### config.mk
export PLATFORM = sky130hd
export DESIGN_NAME = controlador_busca
export DESIGN_NICKNAME = d
export VERILOG_FILES = /design/src/rtl/controlador_busca.sv
export SDC_FILE = /design/constraint.sdc
export NUM_CORES = 1
export LEC_CHECK = 0
export CAP_MARGIN = 30
export CELL_PAD_IN_SITES_DETAIL_PLACEMENT = 1
export CELL_PAD_IN_SITES_GLOBAL_PLACEMENT = 2
export CORE_ASPECT_RATIO = 0.75
export CORE_MARGIN = 2
export CORE_UTILIZATION = 30
export CTS_CLUSTER_SIZE = 20
export DETAILED_ROUTE_END_ITERATION = 10
export PLACE_DENSITY_LB_ADDON = 0.1
export SLEW_MARGIN = 30
export SYNTH_ARGS = -nofsm -noshare
export SYNTH_HDL_FRONTEND = slang
export SYNTH_SLANG_ARGS = --single-unit
### constraint.sdc
create_clock -name clk -period 4.8 [get_ports clk]
set_input_delay 0.96 -clock clk [delete_from_list [all_inputs] [get_ports clk]]
set_output_delay 0.96 -clock clk [all_outputs]
set_load 0.01 [all_outputs]
### src/rtl/controlador_busca.sv
// Search sequencer: seeds the origin, expands approved nodes and
// serialises neighbour updates/deactivations into the evaluator.
module controlador_busca #(
  parameter int NUM_NA          = 4,
  parameter int ADR_WIDTH       = 5,
  parameter int DISTANCIA_WIDTH = 5,
  parameter int CUSTO_WIDTH     = 4,
  parameter int NUM_VIZ         = 4,
  parameter int UPDATE_GAP      = 2,
  parameter int TIMEOUT         = 8
) (
  input  logic                                 clk,
  input  logic                                 rst,
  input  logic                                 start_in,
  input  logic [ADR_WIDTH-1:0]                 origem_in,
  input  logic [ADR_WIDTH-1:0]                 destino_in,
  input  logic [NUM_NA-1:0]                    aa_aprovado_in,
  input  logic [ADR_WIDTH*NUM_NA-1:0]          aa_endereco_in,
  input  logic [DISTANCIA_WIDTH*NUM_NA-1:0]    aa_distancia_in,
  output logic                                 viz_req_out,
  output logic [ADR_WIDTH-1:0]                 viz_endereco_out,
  input  logic                                 viz_valido_in,
  input  logic [ADR_WIDTH-1:0]                 viz_endereco_in,
  input  logic [CUSTO_WIDTH-1:0]               viz_custo_in,
  input  logic                                 viz_ultimo_in,
  output logic                                 cb_atualizar_out,
  output logic                                 cb_desativar_out,
  output logic [ADR_WIDTH-1:0]                 cb_endereco_out,
  output logic [ADR_WIDTH-1:0]                 cb_anterior_out,
  output logic [CUSTO_WIDTH-1:0]               cb_menor_vizinho_out,
  output logic [DISTANCIA_WIDTH-1:0]           cb_distancia_out,
  output logic                                 cb_ocupado_out,
  output logic                                 cb_encontrado_out,
  output logic                                 cb_falha_out,
  output logic [7:0]                           cb_iteracoes_out
);

  localparam int PW = $clog2(NUM_VIZ);
  localparam int TW = $clog2(TIMEOUT + 1);
  localparam int GW = $clog2(UPDATE_GAP + 2);
  localparam int DW = DISTANCIA_WIDTH;

  typedef enum logic [2:0] {
    OCIOSO, SEMEAR, GAP, AGUARDA,
    SELECIONA, EXPANDE, ATUALIZA, DESATIVA
  } estado_t;

  estado_t estado, prox, retorno, retorno_d, alvo;
  logic    pulso;

  logic [ADR_WIDTH-1:0] origem, destino, exp_adr;
  logic [DW-1:0]        exp_dist;
  logic [GW-1:0]        gap_cnt;
  logic [TW-1:0]        to_cnt;
  logic                 ovf;

  logic [ADR_WIDTH-1:0]   fifo_adr   [NUM_VIZ];
  logic [CUSTO_WIDTH-1:0] fifo_custo [NUM_VIZ];
  logic [PW:0]            wr_ptr, rd_ptr;
  logic                   vazio, cheio, push, drop, pop;

  logic                 algum, fim_to, fim_gap, achou;
  logic [ADR_WIDTH-1:0] sel_adr;
  logic [DW-1:0]        sel_dist;
  logic [CUSTO_WIDTH-1:0] cab_custo;
  logic [ADR_WIDTH-1:0] cab_adr;
  logic [DW:0]          soma;

  logic                   viz_req_d, atu_d, des_d;
  logic                   ocu_d, enc_d, fal_d;
  logic [ADR_WIDTH-1:0]   viz_end_d, end_d, ant_d;
  logic [CUSTO_WIDTH-1:0] custo_d;
  logic [DW-1:0]          dist_d;
  logic [7:0]             it_d;

  // Lowest-index approved slot wins.
  always_comb begin
    sel_adr  = '0;
    sel_dist = '0;
    for (int i = NUM_NA - 1; i >= 0; i--) begin
      if (aa_aprovado_in[i]) begin
        sel_adr  = aa_endereco_in[ADR_WIDTH*i +: ADR_WIDTH];
        sel_dist = aa_distancia_in[DW*i +: DW];
      end
    end
  end

  assign algum   = |aa_aprovado_in;
  assign fim_to  = (to_cnt == TW'(TIMEOUT - 1));
  assign fim_gap = (gap_cnt == GW'(UPDATE_GAP - 1));
  assign achou   = (exp_adr == destino);

  assign vazio = (wr_ptr == rd_ptr);
  assign cheio = ((wr_ptr - rd_ptr) == (PW+1)'(NUM_VIZ));
  assign push  = (estado == EXPANDE) && viz_valido_in && !cheio;
  assign drop  = (estado == EXPANDE) && viz_valido_in && cheio;
  assign pop   = (estado == ATUALIZA) && !vazio;

  assign cab_adr   = fifo_adr[rd_ptr[PW-1:0]];
  assign cab_custo = fifo_custo[rd_ptr[PW-1:0]];
  assign soma      = {1'b0, exp_dist} + (DW+1)'(cab_custo);

  always_ff @(posedge clk) begin
    if (push) begin
      fifo_adr[wr_ptr[PW-1:0]]   <= viz_endereco_in;
      fifo_custo[wr_ptr[PW-1:0]] <= viz_custo_in;
    end
  end

  always_ff @(posedge clk or posedge rst) begin
    if (rst) begin
      estado   <= OCIOSO;
      retorno  <= OCIOSO;
      origem   <= '0;
      destino  <= '0;
      exp_adr  <= '0;
      exp_dist <= '0;
      gap_cnt  <= '0;
      to_cnt   <= '0;
      wr_ptr   <= '0;
      rd_ptr   <= '0;
      ovf      <= 1'b0;
    end else begin
      estado  <= prox;
      retorno <= retorno_d;
      gap_cnt <= (estado == GAP) ? gap_cnt + 1'b1 : '0;
      to_cnt  <= (estado == AGUARDA) ? to_cnt + 1'b1 : '0;
      if (estado == OCIOSO && start_in) begin
        origem  <= origem_in;
        destino <= destino_in;
      end
      if (estado == AGUARDA && algum) begin
        exp_adr  <= sel_adr;
        exp_dist <= sel_dist;
      end
      if (estado == SELECIONA) ovf <= 1'b0;
      if (drop) ovf <= 1'b1;
      if (push) wr_ptr <= wr_ptr + 1'b1;
      if (pop)  rd_ptr <= rd_ptr + 1'b1;
    end
  end

  always_comb begin
    prox      = estado;
    retorno_d = retorno;
    alvo      = estado;
    pulso     = 1'b0;
    unique case (estado)
      OCIOSO:    if (start_in) prox = SEMEAR;
      SEMEAR:    begin pulso = 1'b1; alvo = AGUARDA; end
      GAP:       if (fim_gap) prox = retorno;
      AGUARDA: begin
        if (algum)       prox = SELECIONA;
        else if (fim_to) prox = OCIOSO;
      end
      SELECIONA: prox = achou ? OCIOSO : EXPANDE;
      EXPANDE:   if (viz_ultimo_in) prox = ATUALIZA;
      ATUALIZA: begin
        if (!vazio)   begin pulso = 1'b1; alvo = ATUALIZA; end
        else if (ovf) prox = OCIOSO;
        else          prox = DESATIVA;
      end
      DESATIVA:  begin pulso = 1'b1; alvo = AGUARDA; end
      default:   prox = OCIOSO;
    endcase
    // Every pulse is followed by the idle gap, when there is one.
    if (pulso) begin
      if (UPDATE_GAP == 0) begin
        prox = alvo;
      end else begin
        prox      = GAP;
        retorno_d = alvo;
      end
    end
  end

  always_comb begin
    viz_req_d = 1'b0;
    atu_d     = 1'b0;
    des_d     = 1'b0;
    viz_end_d = viz_endereco_out;
    end_d     = cb_endereco_out;
    ant_d     = cb_anterior_out;
    custo_d   = cb_menor_vizinho_out;
    dist_d    = cb_distancia_out;
    ocu_d     = cb_ocupado_out;
    enc_d     = cb_encontrado_out;
    fal_d     = cb_falha_out;
    it_d      = cb_iteracoes_out;
    unique case (estado)
      OCIOSO: if (start_in) begin
        enc_d = 1'b0;
        fal_d = 1'b0;
        it_d  = '0;
        ocu_d = 1'b1;
      end
      SEMEAR: begin
        atu_d   = 1'b1;
        end_d   = origem;
        ant_d   = origem;
        custo_d = '0;
        dist_d  = '0;
      end
      AGUARDA: if (!algum && fim_to) begin
        fal_d = 1'b1;
        ocu_d = 1'b0;
      end
      SELECIONA: begin
        if (achou) begin
          enc_d = 1'b1;
          ocu_d = 1'b0;
        end else begin
          viz_req_d = 1'b1;
          viz_end_d = exp_adr;
          it_d = (cb_iteracoes_out == 8'hFF) ? 8'hFF
                                              : cb_iteracoes_out + 8'd1;
        end
      end
      ATUALIZA: begin
        if (!vazio) begin
          atu_d   = 1'b1;
          end_d   = cab_adr;
          ant_d   = exp_adr;
          custo_d = cab_custo;
          dist_d  = soma[DW] ? '1 : soma[DW-1:0];
        end else if (ovf) begin
          fal_d = 1'b1;
          ocu_d = 1'b0;
        end
      end
      DESATIVA: begin
        des_d = 1'b1;
        end_d = exp_adr;
      end
      default: ;
    endcase
  end

  always_ff @(posedge clk or posedge rst) begin
    if (rst) begin
      viz_req_out          <= 1'b0;
      viz_endereco_out     <= '0;
      cb_atualizar_out     <= 1'b0;
      cb_desativar_out     <= 1'b0;
      cb_endereco_out      <= '0;
      cb_anterior_out      <= '0;
      cb_menor_vizinho_out <= '0;
      cb_distancia_out     <= '0;
      cb_ocupado_out       <= 1'b0;
      cb_encontrado_out    <= 1'b0;
      cb_falha_out         <= 1'b0;
      cb_iteracoes_out     <= '0;
    end else begin
      viz_req_out          <= viz_req_d;
      viz_endereco_out     <= viz_end_d;
      cb_atualizar_out     <= atu_d;
      cb_desativar_out     <= des_d;
      cb_endereco_out      <= end_d;
      cb_anterior_out      <= ant_d;
      cb_menor_vizinho_out <= custo_d;
      cb_distancia_out     <= dist_d;
      cb_ocupado_out       <= ocu_d;
      cb_encontrado_out    <= enc_d;
      cb_falha_out         <= fal_d;
      cb_iteracoes_out     <= it_d;
    end
  end

endmodule

==> results.yml <==
grt:
  grt_max_degree: 42
  antenna_found_initial: 0
  grt_use_total_pct: 17.0
  grt_pass1_vias: 4404
  grt_pass1_wl_mm: 24.9
  grt_overflow: 0
clock_tree:
  cts_max_path_buffers: 2
  cts_setup_buffers: 0
  cts_buffers: 17
  clk_pin_slew_worst_paths_ns: 0.06
  htree_levels: 4
  holdBufCountCts: 0
  clk_latency_ns: 0.42
  cts_tree: "built"
  root_buffer: "clkbuf_16"
  post_cts_resized: 0
  clock-sinks: 113
min_path:
  hp-class: "register to register"
placed_design:
  hpwl_mm: 10.8
  io_buffer_count: 105
  dp.cells: 820
  gp_congestion: 0.809
  preCtsSetupSlack_ns: 1.29
synth:
  yosys_warnings: 0
  synth.cell_area_sq_mm: 0.00542
  synth_top_cell_by_area: "dfrtp_1"
  synth_cell_types: 53
  yosysSeqAreaShare_pct: 55.5
  syn_nets: 578
  synth_edf_count: 36
  synthFlopType: "dfrtp_1"
  synthCells: 495
  synth-seq-cells: 113
  async_reset_ff_share_pct: 68.1
  avgSynthCellArea_sq_um: 10.9
  synth.area.top_cells: "dfrtp_1, edfxtp_1, nand2_1"
  synth_top_area_share_pct: 35.6
setup_path:
  cp.depth: 6
  regToRegEndpoint: "cb_distancia_out[4]"
  critical-path-top-delay-family: "simple AND/OR/NAND/NOR gates"
  startpoint_type: "primary input"
  r2r-start: "rd_ptr[0]"
  reg2reg_slack_ns: 2.07
  worstPathArrival_ns: 3.37
  slowest_delay_ns: 0.83
  crit_path_end: "cb_ocupado_out"
  required_ns: 5.11
  crit_start: "aa_aprovado_in[0]"
  crit_buf_inv: 1
  path_cells: "clkdlybuf4s50_1, nor4_1, and4b_1, o22a_1, o211ai_1, a21o_1"
  crit_fanout: 21
  critPathKind: "primary input to register"
  r2r_cells: 7
  end_kind: "register"
  cp_slowest_cell: "nor4_1"
floorplan:
  start_util_pct: 30.7
  die_area_sq_mm: 0.0192
  die_height_um: 120
  die_w_um: 159
  std_cell_rows: 42
  io_pins: 106
  core_area_sq_mm: 0.0177
cells_and_area:
  final_core_util_pct: 41.3
  antenna_cells: 0
  areaGrowthSynthToFinish_pct: 34.6
  final_common_cell: "clkdlybuf4s50_1"
  layout_common_cells: "clkdlybuf4s50_1, dfrtp_1, nand2_1, nor2_1, edfxtp_1"
  fin_cells: 852
  final_nets: 680
  layout-drive-gt1-share_pct: 9.51
sta:
  timing_hold_violations_final: 0
  rsz0062_at_grt: "no"
  max_freq_ghz: 0.327
  setup_tns_ns: 0
  finalSetupViolCount: 0
  hold_slack_ns: 0.458
  period_share_pct: 63.8
  slew_headroom_pct: 48.7
  fin_skew_ns: 0.00855
  layout_min_cycle_time_ns: 3.06
  worstMarginPinSlew_ns: 0.763
  setup_slack_ns: 1.74
  slew_viol_final: 0
route:
  wl_met3_um: 777
  drc_errors: 0
  vias: 4156
  dr.pass1.iters: 4
  routed_wl_mm: 15.3
  vias_per_cell: 4.88
  wl_met1_mm: 7.78
  top_layer: "met4"
  drt_iter0_drc: 216
  met2WireLength_mm: 6.65
  ant_nets: 0
  wl_per_cell_um: 18.0
flow_run:
  drv_cap: 0
power:
  irDropWorstVdd_mv: 0.251
  power.static_leakage_nw: 2.97
  power_density_mw_per_mm2: 598
outcome:
  status: "complete, no violations"
cell usage after synthesis, types with 2 or more instances:
| cell | number |
|---|---|
| and3_1 | 3 |
| a22o_1 | 5 |
| a31oi_1 | 2 |
| mux2i_1 | 12 |
| o21bai_1 | 3 |
| ha_1 | 14 |
| dfrtp_1 | 77 |
| inv_1 | 12 |
| or2_2 | 2 |
| mux4_2 | 9 |
| nor4_1 | 3 |
| a21o_1 | 5 |
| o2111ai_1 | 2 |
| o2bb2ai_1 | 3 |
| clkbuf_1 | 12 |
| nor3_1 | 17 |
| inv_2 | 2 |
| nand2b_1 | 7 |
| buf_2 | 11 |
| buf_4 | 2 |
| nand3_1 | 8 |
| nand2_1 | 73 |
| o21ai_0 | 23 |
| nand3b_1 | 4 |
| a221oi_1 | 10 |
| nor2b_1 | 14 |
| xor2_1 | 4 |
| a41oi_1 | 2 |
| nor2_1 | 38 |
| nor2_4 | 2 |
| a21oi_1 | 34 |
| xnor2_1 | 10 |
| and2_1 | 7 |
| a211oi_1 | 7 |
| o211ai_1 | 2 |
| edfxtp_1 | 36 |
| a22oi_1 | 2 |
flip-flops by register name, summed over array words and instances (netlist names), 4 cells and up:
name,count
cb_distancia_out,5
cb_menor_vizinho_out,4
destino,5
to_cnt,4
cb_endereco_out,5
fifo_custo,16
exp_adr,5
viz_endereco_out,5
exp_dist,5
cb_iteracoes_out,8
fifo_adr,20
cb_anterior_out,5
origem,5
cells by family (layout without fill, tap and decap cells):
family	after synthesis	count (layout)	synth area share, %
compound gates	108	108	13.0
simple gates	184	184	16.3
mux	21	21	5.96
xor+xnor	15	15	2.56
fa+ha+maj	15	15	3.60
flops	113	113	55.5
buf+inv	39	154	3.10
worst min-delay path by stage:
stage | slack, ns | depth (start not counted) | startpoint | end
6_report | 0.46 | 1 | gap_cnt[0] | gap_cnt[0]
5_1_grt | 0.48 | 1 | gap_cnt[0] | gap_cnt[0]
4_1_cts | 0.46 | 1 | gap_cnt[0] | gap_cnt[0]
2_1_floorplan | 0.41 | 1 | gap_cnt[0] | gap_cnt[0]
3_3_place_gp | 0.43 | 1 | gap_cnt[0] | gap_cnt[0]
3_5_place_dp | 0.44 | 1 | gap_cnt[0] | gap_cnt[0]
area by class of cell:
| class | instances | area [sq um] |
|---|---|---|
| sequential | 113 | 3010 |
| timing repair buffer | 108 | 1070 |
| fill | 1938 | 10400 |
| clock inverter | 14 | 169 |
| tap | 242 | 303 |
| multi-input combinational | 343 | 2250 |
| inverter | 14 | 53.8 |
| clock buffer | 18 | 439 |
through the flow:
step / cell area [sq um] / total power [W]
3_3_place_gp: 6660 / 0.00304
5_1_grt: 7290 / 0.00468
2_1_floorplan: 5420 / 0.00248
6_report: 7290 / 0.00436
4_1_cts: 7290 / 0.00443
3_5_place_dp: 6690 / 0.00310
metal layers:
metal	global-route usage, %	vias up
met5	0	-
met4	3.92	0
met3	5.39	10
met2	25.4	118
met1	24.0	2050
li1	-	1978
where the power goes:
group | switching, W | leakage (nW) | internal (W)
Sequential | 0.000333 | 1.28 | 0.00124
Combinational | 0.000765 | 1.39 | 0.000722
Clock | 0.000503 | 0.296 | 0.000795
Total | 0.00160 | 2.97 | 0.00276
No activity file was read; power rests on OpenSTA's default activity.
==> RTL change 1 (same flow settings) <==
Make the reset (`rst`) synchronous in 2 clocked blocks.
--- a/src/rtl/controlador_busca.sv
+++ b/src/rtl/controlador_busca.sv
@@ -108,5 +108,5 @@
   end
 
-  always_ff @(posedge clk or posedge rst) begin
+  always_ff @(posedge clk) begin
     if (rst) begin
       estado   <= OCIOSO;
@@ -237,5 +237,5 @@
   end
 
-  always_ff @(posedge clk or posedge rst) begin
+  always_ff @(posedge clk) begin
     if (rst) begin
       viz_req_out          <= 1'b0;
Function: differs if rst is asserted again (counterexample within 4 cycles, from zero or initial values and one cycle with rst high); with rst held inactive, the same outputs for 10 cycles.
==> RTL change 1 against the original RTL <==
  * Synthesized cell count grew 6.3%
  * Area after synthesis shrank 2.5%
  * Highest routed layer unchanged
  * First-iteration DRC count is 16% lower
  * Sequential cell count is 2 higher
  * Critical path type unchanged
  * Wire length is 2.5% higher
  * Clock skew shrank 3.0 ps
  * Critical path depth shrank 1
  * Sequential share of layout area down 3.7 points
  * Cell area is 2.8% lower
  * Non-clock buffer count fell by 1
  * Count of clock-buffer cells in the layout fell by 1
  * Setup slack improved by 170 ps
Power is not compared: it rests on default switching activity, and its combinational part moved more than twofold at a synthesized area within 25%.
==> RTL change 1: results (changes against the original RTL) <==
Parameter                              Value

Synthesis
  Main area contributors after synthesis    dfxtp_1 (30%), edfxtp_1 (20%), nand2_1 (4.2%)
  Fraction of synthesized area in multiplexers    0.05926 (-0.0003423)
  Xor/xnor share of the synthesized area    0.02797 (+0.002328)
  Avg Inst Size Synth    10.04 µm² (-8.3%)
  Post-synth cell types    61 (+15%)
  Post-synth EDFFs    36 (unchanged)
  Mapped Nets    609 (+5.4%)
  Synth warnings    0 (unchanged)
  Area fraction in compound gates after synthesis    0.1555 (+0.02590)
  Synth cell count leaders    dfxtp_1 (79), nand2_1 (59), nor2_1 (44), a21oi_1 (41), edfxtp_1 (36)
  Asr flop ratio synth    0 (-0.6814)
  Adder-Cell Fraction of Synth Area    0.03698 (+0.0009396)
  Portion of the post-synthesis area used by sequential elements    0.5044 (-0.05094)
  Most used flip-flop cell after synthesis    dfxtp_1

Clock network
  CTS clock-pin slew for the worst setup and hold paths    60 ps (about the same)
  Number of hold buffers added after CTS    0 (unchanged)
  Clock Latency Late Sink    420 ps (about the same)
  Cts repair resizes    0 (unchanged)
  Root buffer cell    clkbuf_16
  H-tree depth    4 (unchanged)
  Maximum number of buffers from clock root to sink    2 (unchanged)
  Number of buffers created by CTS    17 (unchanged)

Detailed routing
  Average wire length per cell after detail routing    18.06 µm (+0.40%)
  Overall via count from detail_route    4326 (+4.1%)
  Residual antenna-violating net count after detailed routing    0 (unchanged)
  First-pass detailed-route iteration total    4 (unchanged)
  First DRT Iteration DRCs    181 (-16%)
  Final Routed Wirelength    15720 µm (+2.5%)

Finish
  Final-stage net count    704 (+3.5%)
  Clock-cell share of area    0.08438 (+0.001002)
  Filler cells    1894 (-2.3%)
  Multi-input logic cell count    367 (+7.0%)
  Diodes inserted    0 (unchanged)
  Layout buffering overhead excluding clock cells    0.1497 (+0.002496)
  Area of the multi-input gates    2422 µm² (+7.8%)
  Share of cells above drive strength 1    0.08991 (-0.005177)
  Flip-flop and latch count    115 (+1.8%)
  Register share of the cell area    0.3756 (-0.03678)
  Non-Clock Buffer Count    107 (-0.93%)
  Count of inverters not on the clock network in the layout    13 (-1)

Place
  Total half-perimeter wirelength after legalization and detailed placement    11230 µm (+3.6%)
  Number of placed instances, taps included    838 (+2.2%)
  Port Buffers    105 (unchanged)
  Placer's final routability congestion estimate    0.7837 (-3.1%)

Worst setup path
  Worst Path Arrival    3190 ps (-180 ps)
  Slowest library cell on the worst path    clkdlybuf4s50_1
  Peak per-stage delay on the critical path    800 ps (-30 ps)

Pwr
  IR Drop Worst-Case VDD    0.2434 mV

Global routing
  Initial antenna violation count    0 (unchanged)
  Largest net degree at the start of global routing    43 (+2.4%)
  Number of global-route vias before repair    4436 (+0.73%)
  Tot GR Track Use    0.1735 (+0.003614)
  First-pass GRT wire length    24480 µm (-1.8%)

Timing
  Final Slew Violations    0 (unchanged)
  Worst slew slack as a fraction of its limit    0.4048 (-0.08208)
  Worst clock skew    5.539 ps (-3.007 ps)

Min path
  Path class of the lowest-slack min-delay path    flop to flop

Run status
  Result of the run    finished, final reports clean
## RTL change 1: stage by stage
| step | total power, µW | utilization | hold WS [ps] | area [µm²] | setup WS (ps) |
|---|---|---|---|---|---|
| floorplan | 1224 | - | 407.2 | 5279 | 2445 |
| global placement | 1352 | 0.3811 | 416.6 | 6490 | 1519 |
| detailed placement | 1355 | 0.3811 | 432.0 | 6490 | 1436 |
| CTS | 2650 | 0.4162 | 440.3 | 7088 | 1884 |
| global route | 2727 | 0.4162 | 465.5 | 7088 | 1741 |
| finish | 2616 | 0.4162 | 431.6 | 7088 | 1905 |
## RTL change 1: critical path, delay by kind of cell
kind                   cells  cell delay (ps)
buffers and inverters      1              800
AO/OA/AOI/OAI              1              120
AND/OR/NAND/NOR            3             1290
## RTL change 1: layer usage
metal  wire (µm)  vias up  global-route usage
met3         831       14             0.04731
li1            -     2121                   -
met4         175        0             0.05114
met2        6829      100              0.2601
met1        7879     2091              0.2441
met5           0        -                   0
## RTL change 1: path summary, 6_finish.rpt
path	from	endpoint	slack [ps]	cells after the start
setup / recovery	aa_aprovado_in[0]	cb_ocupado_out$_SDFFE_PP0P_	1910	5
hold / removal	gap_cnt[0]$_SDFF_PP0_	gap_cnt[0]$_SDFF_PP0_	430	1
setup reg to reg	flop	cb_distancia_out[1]$_SDFFE_PP0P_	1960	7
hold reg to reg	gap_cnt[0]$_SDFF_PP0_	gap_cnt[0]$_SDFF_PP0_	430	1
## RTL change 1: where the power goes
group | leakage (µW) | switching, µW | internal, µW
sequential | 0.000963 | 33.0 | 1030
clock | 0.000289 | 505 | 778
combinational | 0.00117 | 145 | 125
==> RTL change 2 (same flow settings) <==
Made on the original files. Change the parameter `NUM_NA` from 4 to 5.
--- a/src/rtl/controlador_busca.sv
+++ b/src/rtl/controlador_busca.sv
@@ -2,5 +2,5 @@
 // serialises neighbour updates/deactivations into the evaluator.
 module controlador_busca #(
-  parameter int NUM_NA          = 4,
+  parameter int NUM_NA          = 5,
   parameter int ADR_WIDTH       = 5,
   parameter int DISTANCIA_WIDTH = 5,
Interface: changed (resized aa_aprovado_in, aa_distancia_in and aa_endereco_in); port bits go from 106 to 117. The function was not compared with the original's and may differ.
==> RTL change 2 against the original RTL <==
  * Count of clock-buffer cells in the layout fell by 1
  * Area after synthesis fell by 0.49%
  * Die area fell by 0.47%
  * First-iteration DRC count rose by 25%
  * Critical path depth did not move
  * Global-route usage rose by 0.64 points
  * Sequential cell count did not move
  * Power fell by 2.1%
  * Wire length rose by 2.0%
  * Final cell count rose by 1.4%
  * Setup slack improved by 99 ps
  * Cell area rose by 1.0%
==> RTL change 2: results (changes against the original RTL) <==
Parameter                              Value

Global routing
  Global-route track usage on met1    0.2462 (+0.005823)
  Largest net degree at the start of global routing    28 (-33%)
  GR met3 Demand/Resource    0.03733 (-0.01653)
  Number of global-route vias before repair    4577 (+3.9%)
  First-pass GRT wire length    25790 µm (+3.4%)

Worst setup path
  Cell family with the largest share of critical-path delay    compound AO/OA/AOI/OAI gates
  Type of the worst setup path    flop to flop
  Worst Path Arrival    3270 ps (-100 ps)
  Worst Setup EP    cb_distancia_out[4]$_DFFE_PP0P_
  FF-to-FF path depth    6 (-1)
  Peak per-stage delay on the critical path    790 ps (-40 ps)
  Worst-case register-to-register setup slack    1840 ps (-230 ps)
  Largest fanout on the critical path    12 (-43%)

Pwr
  IR Drop Worst-Case VDD    0.2768 mV (+10%)
  Switching fraction of total power    0.3765 (+0.009492)
  Share of total power in sequential cells    0.358 (-0.004)

Synthesis
  Mapped Nets    588 (+1.7%)
  Synth cell count leaders    nand2_1 (86), dfrtp_1 (77), a21oi_1 (37), edfxtp_1 (36), o21ai_0 (29)
  Portion of the post-synthesis area used by sequential elements    0.5580 (+0.002707)
  Post-synth cell types    58 (+9.4%)
  Main area contributors after synthesis    dfrtp_1 (36%), edfxtp_1 (20%), nand2_1 (6.0%)

Run status
  Result of the run    finished, final reports clean

Place
  Placer's final routability congestion estimate    0.7603 (-6.0%)
  Pre-CTS setup slack    1490 ps (+204.5 ps)
  Number of placed instances, taps included    832 (+1.5%)
  Cell Area, Placed    6783 µm² (+1.5%)

Timing
  Worst slew slack as a fraction of its limit    0.3842 (-0.1027)
  Post-layout min period    2961 ps (-99.35 ps)
  WHS    450.6 ps (-6.970 ps)

Detailed routing
  Final Routed Wirelength    15630 µm (+2.0%)
  Routed wire length on met3    497 µm (-36%)
  Length of routed wiring on met1    7696 µm (-1.1%)
  Post-DR vias/cell    4.883 (+0.11%)
  Routed wl met2    7278 µm (+9.5%)

Finish
  Final-stage net count    703 (+3.4%)
  Share of cells above drive strength 1    0.09968 (+0.004596)
  Non-Filler Instances    864 (+1.4%)
==> RTL change 2: cell types whose count changed after synthesis, sizes merged, moves of 4 or more <==
| cell | unedited run | this run |
|---|---|---|
| and4 | 0 | 4 |
| nor2b | 14 | 3 |
| o22ai | 1 | 10 |
| nor2 | 41 | 28 |
| a211oi | 7 | 2 |
| a21oi | 35 | 40 |
| nand2 | 73 | 86 |
| mux2 | 0 | 5 |
| o21ai | 24 | 29 |
| mux2i | 12 | 6 |
==> RTL change 2: layout make-up <==
cell class	instances	area, µm²
clock buffers	17	425.4
clock inverters	15	160.2
fillers	1917	10240
inverters	14	53.80
multi-input cells	343	2217
flip-flops and latches	113	3008
well taps	242	302.8
repair buffers	120	1201
==> RTL change 2: cells by family after synthesis <==
logic type / Yosys count / synth area share
buffers and inverters: 38 / 0.03203
muxes: 20 / 0.05919
adders and majority gates: 15 / 0.03621
DFF: 113 / 0.5580
AOI/OAI and AO/OA: 114 / 0.1339
and+or+nand+nor: 179 / 0.1548
xor gates and xnor gates: 15 / 0.02577
